$ cat config.mk
export PLATFORM = sky130hd
export DESIGN_NAME = nibble_seq_adder
export DESIGN_NICKNAME = d
export VERILOG_FILES = /design/src/rtl/nibble_seq_pkg.sv /design/src/rtl/ex2.sv /design/src/rtl/nibble_seq_adder.sv
export SDC_FILE = /design/constraint.sdc
export NUM_CORES = 1
export LEC_CHECK = 0
export CORE_MARGIN = 8
export CORE_UTILIZATION = 54
export CTS_CLUSTER_DIAMETER = 150
export DETAILED_ROUTE_END_ITERATION = 10
export PLACE_DENSITY = 0.9
export SETUP_SLACK_MARGIN = 0.1
export SKIP_CTS_REPAIR_TIMING = 1
export SLEW_MARGIN = 20
export SYNTH_ARGS = -nofsm -noshare
export SYNTH_HDL_FRONTEND = slang
export SYNTH_SLANG_ARGS = --single-unit
$ cat constraint.sdc
create_clock -name clk -period 6 [get_ports clk]
set_clock_uncertainty 0.05 [all_clocks]
set_input_delay 1.5 -clock clk [delete_from_list [all_inputs] [get_ports clk]]
set_output_delay 1.5 -clock clk [all_outputs]
set_load 0.1 [all_outputs]
$ cat src/rtl/nibble_seq_pkg.sv
// Shared constants and state encoding for the nibble-serial adder.
package nibble_seq_pkg;

  localparam int NIB_W = 4;

  typedef enum logic [1:0] {
    IDLE = 2'd0,
    RUN  = 2'd1,
    DONE = 2'd2
  } state_t;

endpackage

$ cat src/rtl/ex2.sv
// Existing 4-bit adder slice: {cout, s} = a + b + cin.
module ex2
  import nibble_seq_pkg::*;
(
  input  logic [NIB_W-1:0] a,
  input  logic [NIB_W-1:0] b,
  input  logic             cin,
  output logic [NIB_W-1:0] s,
  output logic             cout
);

  logic [NIB_W:0] w_full;

  assign w_full = {1'b0, a} + {1'b0, b} + {{NIB_W{1'b0}}, cin};
  assign s      = w_full[NIB_W-1:0];
  assign cout   = w_full[NIB_W];

endmodule

$ cat src/rtl/nibble_seq_adder.sv
// Wide adder built by feeding ex2 one nibble per clock, LSB first, with a carry flop.
//   state | meaning
//   IDLE  | waiting for start
//   RUN   | adding nibble r_idx, one per clock
//   DONE  | one-cycle result strobe; start here re-launches without a bubble
module nibble_seq_adder
  import nibble_seq_pkg::*;
#(
  parameter int NIBBLES = 4
) (
  input  logic                     clk,
  input  logic                     rst_n,
  input  logic                     start,
  input  logic [NIB_W*NIBBLES-1:0] op_a,
  input  logic [NIB_W*NIBBLES-1:0] op_b,
  input  logic                     cin,
  output logic                     busy,
  output logic                     done,
  output logic [NIB_W*NIBBLES-1:0] sum,
  output logic                     cout
);

  localparam int W  = NIB_W * NIBBLES;
  localparam int IW = (NIBBLES > 1) ? $clog2(NIBBLES) : 1;

  state_t          r_state;
  state_t          w_state_nxt;
  logic [W-1:0]    r_op_a;
  logic [W-1:0]    r_op_b;
  logic [W-1:0]    r_sum;
  logic            r_carry;
  logic            r_cout;
  logic [IW-1:0]   r_idx;

  logic            w_accept;
  logic            w_last;
  logic [NIB_W-1:0] w_nib_a;
  logic [NIB_W-1:0] w_nib_b;
  logic [NIB_W-1:0] w_s;
  logic            w_co;

  assign w_accept = start && ((r_state == IDLE) || (r_state == DONE));
  assign w_last   = (r_idx == IW'(NIBBLES - 1));
  assign w_nib_a  = r_op_a[NIB_W*r_idx +: NIB_W];
  assign w_nib_b  = r_op_b[NIB_W*r_idx +: NIB_W];

  ex2 u_ex2 (
    .a    (w_nib_a),
    .b    (w_nib_b),
    .cin  (r_carry),
    .s    (w_s),
    .cout (w_co)
  );

  always_ff @(posedge clk or negedge rst_n) begin
    if (!rst_n) begin
      r_state <= IDLE;
    end else begin
      r_state <= w_state_nxt;
    end
  end

  always_comb begin
    w_state_nxt = r_state;
    case (r_state)
      IDLE:    if (start) w_state_nxt = RUN;
      RUN:     if (w_last) w_state_nxt = DONE;
      DONE:    w_state_nxt = start ? RUN : IDLE;
      default: w_state_nxt = IDLE;
    endcase
  end

  always_ff @(posedge clk or negedge rst_n) begin
    if (!rst_n) begin
      r_op_a  <= '0;
      r_op_b  <= '0;
      r_sum   <= '0;
      r_carry <= 1'b0;
      r_cout  <= 1'b0;
      r_idx   <= '0;
    end else if (w_accept) begin
      r_op_a  <= op_a;
      r_op_b  <= op_b;
      r_carry <= cin;
      r_idx   <= '0;
      r_sum   <= '0;
      r_cout  <= 1'b0;
    end else if (r_state == RUN) begin
      // top nibble's carry becomes the visible cout; lower ones only feed the flop
      r_sum[NIB_W*r_idx +: NIB_W] <= w_s;
      r_carry <= w_co;
      r_idx   <= r_idx + IW'(1);
      if (w_last) r_cout <= w_co;
    end
  end

  assign busy = (r_state == RUN);
  assign done = (r_state == DONE);
  assign sum  = r_sum;
  assign cout = r_cout;

endmodule

## Word-level counts from Yosys, hierarchy flattened

Index checks and enable logic that the tools add are counted.

| storage, ports and cells | value |
|---|---|
| register bits after elaboration | 54 |
| latch bits | 0 |
| RAM bits | 0 |
| bits in read-only memories | 0 |
| input port bits | 36 |
| output and inout port bits | 19 |
| logic and storage cells | 41 |
| memories | 0 |

| cells by class | value |
|---|---|
| add/sub/neg operators | 4 |
| multiply operators | 0 |
| div/mod/pow operators | 0 |
| order comparisons | 0 |
| equal/unequal tests | 5 |
| shifts and indexed selects | 4 |
| multiplexer cells | 14 |
| bitwise gates (word level) | 0 |
| reductions and logical operators | 7 |

Operators with widths:

| cell | number |
|---|---|
| negator 4 -> 34 bit | 1 |
| variable shift 4 x 34 -> 16 bit (first input constant) | 1 |
| variable part select 4 x 34 -> 16 bit | 1 |
| 2-to-1 mux 16 bit | 2 |
| variable part select 16 x 5 -> 4 bit | 2 |
| bitwise mux 16 bit | 1 |
| 2-to-1 mux 2 bit | 4 |
| 2-to-1 mux 1 bit | 6 |
| one-hot mux 2 bit (3 select lines) | 1 |
| adder 4 x 4 -> 5 bit | 1 |
| adder 5 x 1 -> 5 bit | 1 |
| == test 2 bit (second input constant) | 2 |
| AND reduction 2 bit | 2 |
| nonzero test 2 bit | 2 |
| adder 2 x 1 -> 2 bit (second input constant) | 1 |
| == test 2 x 1 -> 1 bit (second input constant) | 1 |
| zero test 2 bit | 1 |
| inequality test 2 x 1 -> 1 bit (second input constant) | 1 |
| inequality test 2 bit (second input constant) | 1 |
| logical AND 1 bit | 1 |
| logical OR 1 bit | 1 |

## Longest topological paths before layout

Gate-level depths: netlist (run 1).

| logic depth | value |
|---|---|
| depth after elaboration | 7 |
| gate-level depth with buffers | 8 |
| gate-level depth less buffers | 6 |

## Modules after synthesis

Synthesis (run 1) repeated with hierarchy kept, for this count alone.

| unflattened totals | value |
|---|---|
| cells, all modules | 238 |
| area total of the unflattened synthesis | 2555.0 sq um |

Modules (own cells, without submodules):

| module | instances | cells an instance | area each (sq um) | sequential area each (sq um) |
|---|---|---|---|---|
| nibble_seq_adder | 1 | 222 | 2411.1 | 1351.3 |
| ex2 | 1 | 16 | 143.9 | 0.0 |

## Worst setup path before layout (run 1)

Ideal clock, no wire load.

| timing | value |
|---|---|
| kind | register to output |
| from | reg r_state[0] |
| to | out done |
| data arrival time | 1.749 ns |
| data required time | 4.450 ns |
| setup slack | 2.701 ns |
| cell stages (with the launch flop) | 2 |
| buffers on the path | 0 |
| cell sequence | dfrtp_1 -> nor2b_1 |

| between the ends | value |
|---|---|
| longest elaborated chain between the ends | 1 |

RTL lines:

| item | line | RTL |
|---|---|---|
| start, declared | nibble_seq_adder.sv:26 | `state_t r_state;` |
| start signal, assigned | nibble_seq_adder.sv:59 | `r_state <= w_state_nxt;` |
| == test 2 bit | nibble_seq_adder.sv:98 | `assign done = (r_state == DONE);` |
| end, declared | nibble_seq_adder.sv:18 | `output logic done,` |

No other way between the ends.

## Final worst setup path (run 1)

| timing | value |
|---|---|
| from | reg r_state[1] |
| to | out busy |

| between the ends | value |
|---|---|
| longest elaborated chain between the ends | 1 |

RTL lines:

| item | line | RTL |
|---|---|---|
| == test 2 x 1 -> 1 bit | nibble_seq_adder.sv:97 | `assign busy = (r_state == RUN);` |
| end, declared | nibble_seq_adder.sv:17 | `output logic busy,` |

No other way between the ends.

==> impl_metrics.py, run 1 <==
metrics = {
    "pwr": {
        "p_per_area_nw_per_um2": 634,
        "p_seq_share_pct": 31.6,
        "ir_drop_uv": 367,
        "clkPwrFrac_pct": 11.8,
        "p_int_mw": 1.04,
        "swShare_pct": 48.0,
        "p_sw_mw": 0.965,
        "leakage_nw": 1.52,
        "p_comb_share_pct": 56.6,
    },
    "route": {
        "drtAntennaViolNets": 0,
        "vias": 1869,
        "drt_iter0_markers": 185,
        "met1Wirelength_mm": 2.25,
        "dr_wl_met2_mm": 2.70,
        "met3_length_microns": 262,
        "drt_wl_total_mm": 5.31,
        "dr.pass1.iters": 4,
        "viasPerCell": 5.43,
        "route.detailed.drc": 0,
        "top_layer_used": "met4",
        "routedWlPerCell_microns": 15.4,
    },
    "clock_tree": {
        "cts.clk_slew.worst_paths_ps": 90,
        "numCtsBuffers": 5,
        "cts_max_path_buffers": 2,
        "cts_max_level": 2,
        "cts_root_buf": "clkbuf_8",
        "cts.sinks": 54,
        "cts_tree": "done",
        "insertion_delay_ps": 300,
    },
    "sta": {
        "layout_min_cycle_time_ps": 3960,
        "fin_crit_sh_pct": 66.0,
        "relSlewSlack_pct": 34.1,
        "hold_slack_ps": 427,
        "tightestPinTransition_ps": 985,
        "drv_slew": 0,
        "rsz0062_at_grt": "false",
        "setup_violations": 0,
        "finalHoldViolCount": 0,
        "setup_tns_ps": 0,
        "fmax_mhz": 253,
    },
    "cells_and_area": {
        "fill_cells": 354,
        "multiInputGateArea_sq_um": 1070,
        "drive_gt1_share_pct": 8.97,
        "fin_nets": 334,
        "area_growth_pct": 25.9,
        "regArea_sq_um": 1350,
        "diodes": 0,
    },
    "critical_path": {
        "worstPathMaxFanout": 14,
        "timing.rr.start": "r_idx[0]",
        "startpoint": "r_state[1]",
        "startpoint_type": "flop",
        "endpoint_kind": "output pin",
        "critPathKind": "flop to output pin",
        "cp.required_ps": 4450,
        "crit_arrival_ps": 2410,
    },
    "die": {
        "initial_core_util_pct": 54.8,
        "num_io_pins": 55,
        "dieArea_sq_um": 7110,
        "row_count": 25,
        "core_area_sq_um": 4600,
        "die_h_microns": 84.3,
        "fp.dieW_microns": 84.3,
    },
    "yosys": {
        "ys_seq_area_share_pct": 53.7,
        "syn_inst": 238,
        "yosys.area_share.simple_pct": 20.8,
        "syn_avg_cell_area_sq_um": 10.6,
        "synth_cell_types": 36,
        "ys_ff_latch": 54,
        "synth_compound_area_share_pct": 9.24,
        "ys_warn_count": 0,
        "synth_fp_nets": 283,
        "synth_top_area_share_pct": 53.7,
        "ys_top_cells_by_area": "dfrtp_1, nand2_1, mux4_2, ha_1, a22o_1",
        "synth_area_sq_um": 2520,
        "synthXorXnorAreaFrac_pct": 0.348,
        "synth.largest_area_cell": "dfrtp_1",
        "synth-adder-area-share_pct": 5.07,
        "synth_top_family_by_area": "simple AND/OR/NAND/NOR gates",
        "synth_mux_area_share_pct": 7.15,
    },
    "run": {
        "cap_violations": 0,
    },
    "place": {
        "hpwl_mm": 3.99,
        "place.gp.congestion": 0.831,
        "port_buffers": 54,
    },
    "run_status": {
        "outcome": "finished clean",
    },
    "grt": {
        "grt_max_degree": 55,
        "grt_pass1_wl_mm": 9.20,
        "gr-total-overflow": 0,
        "grt_pass1_vias": 2044,
        "track_usage_pct": 15.5,
        "antenna_found_initial": 0,
    },
    "min_path": {
        "min-delay-start": "r_op_a[13]",
        "min_path_type": "flop to flop",
    },
}
-- worst max-delay path: stages (launching register included) --
cell and delay [ps]:
dfrtp_1 390, nand2b_1 330, inv_4 230, clkdlybuf4s50_1 1170
-- layout by cell type, fill, tap and decap left out, types with 3 or more instances in the layout --
| cell type | n |
|---|---|
| dfrtp_1 | 54 |
| clkbuf_8 | 5 |
| mux4_2 | 8 |
| nand3_1 | 5 |
| clkdlybuf4s50_1 | 53 |
| ha_1 | 7 |
| buf_4 | 3 |
| a32o_1 | 4 |
| a21oi_1 | 7 |
| nand2_1 | 100 |
| a22o_1 | 9 |
-- registers in the layout, indices dropped and copies added, names as in the netlist --
name	cells
r_carry	1
r_op_b	16
r_idx	2
cout	1
sum	16
r_state	2
r_op_a	16
-- final timing paths --
kind / end / slack (ps) / cells after the start
setup / recovery: busy / 2040 / 3
hold / removal: r_op_a[13] / 430 / 2
setup reg to reg: r_carry / 2850 / 6
hold reg to reg: r_op_a[13] / 430 / 2
max in group asynchronous: r_op_a[1] / 4200 / 2
min in group asynchronous: sum[12] / 1260 / 2
-- cells in the mapped netlist --
master and count:
dfrtp_1 54, nand2_1 100, a21oi_1 7, o211ai_1 1, a211o_1 1, nand3b_1 2
inv_4 1, xor2_1 1, mux4_2 8, a21oi_2 1, nor4b_4 1, nand2b_1 2
nor3_2 1, a21o_1 2, and4_1 1, a22o_1 9, fa_1 2, and3_1 1
o21ai_0 2, a32o_1 4, a31o_2 1, buf_6 2, a211oi_2 1, nand3_1 5
ha_1 7, nor2b_1 1, buf_2 7, or2_2 1, nor2_1 1, and4b_1 1
inv_1 2, nor2b_2 1, buf_4 2, clkbuf_1 2, o31ai_1 1, and2_1 2
-- layout make-up --
class,count,area share [%]
clock buffer,7,2.41
clock inverter,1,0.947
inverter,3,0.434
multi-input combinational,168,33.9
sequential,54,42.6
tap,54,2.13
timing repair buffer,57,17.6
-- per-stage QoR --
stage                     power (mW)  std cells  utilization, %  setup slack [ps]  cell area (sq um)
after floorplan                 1.51        238               -              2700               2520
after global placement          1.74        336            66.6              2430               3060
after detailed placement        1.78        336            66.6              2390               3060
after CTS                       2.02        344            69.0              2050               3170
after global routing            2.14        344            69.0              1960               3170
final                           2.01        344            69.0              2040               3170
-- power groups by stage --
stage               combinational, mW  sequential (mW)  clock [mW]
floorplan                       0.680            0.833           0
global placement                 1.11            0.635           0
detailed placement               1.14            0.644           0
CTS                              1.14            0.637       0.240
global route                     1.23            0.658       0.256
finish                           1.14            0.635       0.236
-- kinds of logic (layout without fill, tap and decap cells) --
| kind of cell | after synthesis | count (layout) |
|---|---|---|
| xor+xnor | 1 | 1 |
| compound gates | 30 | 30 |
| simple gates | 120 | 120 |
| buf+inv | 16 | 68 |
| mux | 8 | 8 |
| flops | 54 | 54 |
| fa+ha+maj | 9 | 9 |
-- layer usage --
metal,GRT usage [%],up-vias
li1,-,902
met1,19.4,903
met2,25.8,54
met3,3.87,10
met4,4.40,0
met5,0,-
Power figures use the tool's default switching activity.
==> run 2, diff against run 1 <==
--- a/config.mk
+++ b/config.mk
@@ -6,10 +6,10 @@
 export NUM_CORES = 1
 export LEC_CHECK = 0
 export CORE_MARGIN = 8
-export CORE_UTILIZATION = 54
+export CORE_UTILIZATION = 50
 export CTS_CLUSTER_DIAMETER = 150
 export DETAILED_ROUTE_END_ITERATION = 10
-export PLACE_DENSITY = 0.9
+export PLACE_DENSITY = 0.85
 export SETUP_SLACK_MARGIN = 0.1
 export SKIP_CTS_REPAIR_TIMING = 1
 export SLEW_MARGIN = 20
==> constraint.sdc (replaced) <==
create_clock -name clk -period 3.7 [get_ports clk]
set_clock_uncertainty 0.05 [all_clocks]
set_input_delay 0.925 -clock clk [delete_from_list [all_inputs] [get_ports clk]]
set_output_delay 0.925 -clock clk [all_outputs]
set_load 0.1 [all_outputs]
==> impl_metrics.py, run 2 (synthesis results as in run 1) <==
metrics = {
    "run_status": {
        "outcome": "finished clean",
    },
    "critical_path": {
        "cp_cell_sequence": "buf_4 -> mux4_2 -> fa_1 -> fa_1 -> a21o_1 -> a21oi_1 -> a211oi_2",
        "cp.required_ps": 3820,
        "endpoint_kind": "flop",
        "crit_path_max_incr_delay_ps": 550,
        "crit_arrival_ps": 3030,
        "startpoint_type": "flop",
        "cpMostUsedCell": "fa_1",
        "path_buf_inv": 1,
        "cpMaxStageDelayCell": "mux4_2",
        "crit_family": "adder cells",
        "worstPathMaxFanout": 11,
        "critPathKind": "flop to flop",
    },
    "place": {
        "place.gp.congestion": 0.890,
        "dpl.cell_count": 353,
        "port_buffers": 54,
        "hpwl_mm": 4.16,
    },
    "cells_and_area": {
        "fin_nets": 335,
        "drive_gt1_share_pct": 16.2,
        "fill_cells": 420,
        "final_cell_mix": "nand2_1, dfrtp_1, clkdlybuf4s50_1",
        "area_growth_pct": 26.6,
        "fin_cells": 361,
        "diodes": 0,
        "layout_commonest_cell": "nand2_1",
    },
    "grt": {
        "grt_pass1_vias": 2109,
        "grt_pass1_wl_mm": 9.76,
        "gr-total-overflow": 0,
        "track_usage_pct": 16.2,
        "antenna_found_initial": 0,
        "grt_max_degree": 38,
    },
    "route": {
        "drt_iter0_markers": 99,
        "routedWlPerCell_microns": 15.4,
        "drtAntennaViolNets": 0,
        "dr.pass1.iters": 4,
        "route.detailed.drc": 0,
        "vias": 1884,
        "drt_wl_total_mm": 5.56,
        "viasPerCell": 5.22,
    },
    "clock_tree": {
        "cts.sinks": 54,
        "cts.clk_slew.worst_paths_ps": 100,
        "cts_root_buf": "clkbuf_8",
        "cts_tree": "done",
        "cts_max_path_buffers": 2,
        "numCtsBuffers": 5,
        "insertion_delay_ps": 310,
        "cts_max_level": 2,
    },
    "sta": {
        "layout_min_cycle_time_ps": 2920,
        "fin_crit_sh_pct": 78.8,
        "setup_violations": 0,
        "tightestPinTransition_ps": 972,
        "relSlewSlack_pct": 35.0,
        "setup_tns_ps": 0,
        "rsz0062_at_grt": "false",
        "fmax_mhz": 343,
        "finalHoldViolCount": 0,
        "drv_slew": 0,
    },
    "die": {
        "dieArea_sq_um": 7560,
        "fp.dieW_microns": 87.0,
        "num_io_pins": 55,
        "initial_core_util_pct": 50.6,
        "core_area_sq_um": 4980,
        "die_h_microns": 87.0,
        "row_count": 26,
    },
    "pwr": {
        "ir_drop_uv": 486,
        "p_per_area_nw_per_um2": 1050,
        "leakage_nw": 1.58,
    },
    "min_path": {
        "min_path_type": "flop to flop",
    },
    "run": {
        "cap_violations": 0,
    },
}
[run 2: changes by cell type in the layout (fill, tap and decap cells not counted), sizes merged]
cell,change
clkbuf,-1
clkdlybuf4s50,-18
bufinv,+1
buf,+19
[run 2: metrics by stage]
step                area (sq um)  setup slack, ps  hold slack, ps  total power [mW]  util (%)
CTS                         3190              808             435              3.37      64.1
finish                      3190              784             431              3.36      64.1
detailed placement          3050              824             411              2.89      61.2
global placement            3050              924             403              2.83      61.2
global route                3190              659             449              3.57      64.1
floorplan                   2520              976             390              2.45         -
[run 2: worst register-to-register path, cell delays in order, from the launching register on]
cell      delay [ps]
dfrtp_1          520
buf_4            290
mux4_2           550
fa_1             430
fa_1             410
a21o_1           190
a21oi_1          210
a211oi_2         100
[run 2: final cells by class]
type                       count  area (sq um)  area share, %
clock inverter                 2          60.1           1.88
sequential                    54          1350           42.4
tap                           70          87.6           2.75
timing repair buffer          58           520           16.3
inverter                       3          13.8          0.432
clock buffer                   6          82.6           2.59
multi-input combinational    168          1070           33.7
[run 2: metal layers]
layer / routed length [microns] / GRT usage, % / vias to the layer above / part of all wire, %
met5: 0 / 0 / - / 0
met4: 65 / 4.54 / 0 / 1.2
met3: 289 / 4.72 / 6 / 5.2
met2: 2750 / 26.4 / 45 / 50
met1: 2450 / 20.3 / 929 / 44
li1: - / - / 904 / -
[run 2: power by group]
part | total [mW] | switching [mW] | internal [mW] | leakage [nW]
Combinational | 1.87 | 1.24 | 0.636 | 0.814
Clock | 0.479 | 0.191 | 0.288 | 0.0714
Sequential | 1.01 | 0.170 | 0.837 | 0.692
Total | 3.36 | 1.60 | 1.76 | 1.58
[run 2: worst paths after layout]
path | startpoint | end | slack, ps | depth (start not counted)
max | r_idx[0] | cout | 780 | 7
min | r_op_b[10] | r_op_b[10] | 430 | 2
max reg2reg | r_idx[0] | cout | 780 | 7
min reg2reg | r_op_b[10] | r_op_b[10] | 430 | 2
min in group asynchronous | rst_n | r_idx[0] | 640 | 1
max in group asynchronous | rst_n | r_op_a[8] | 2220 | 2
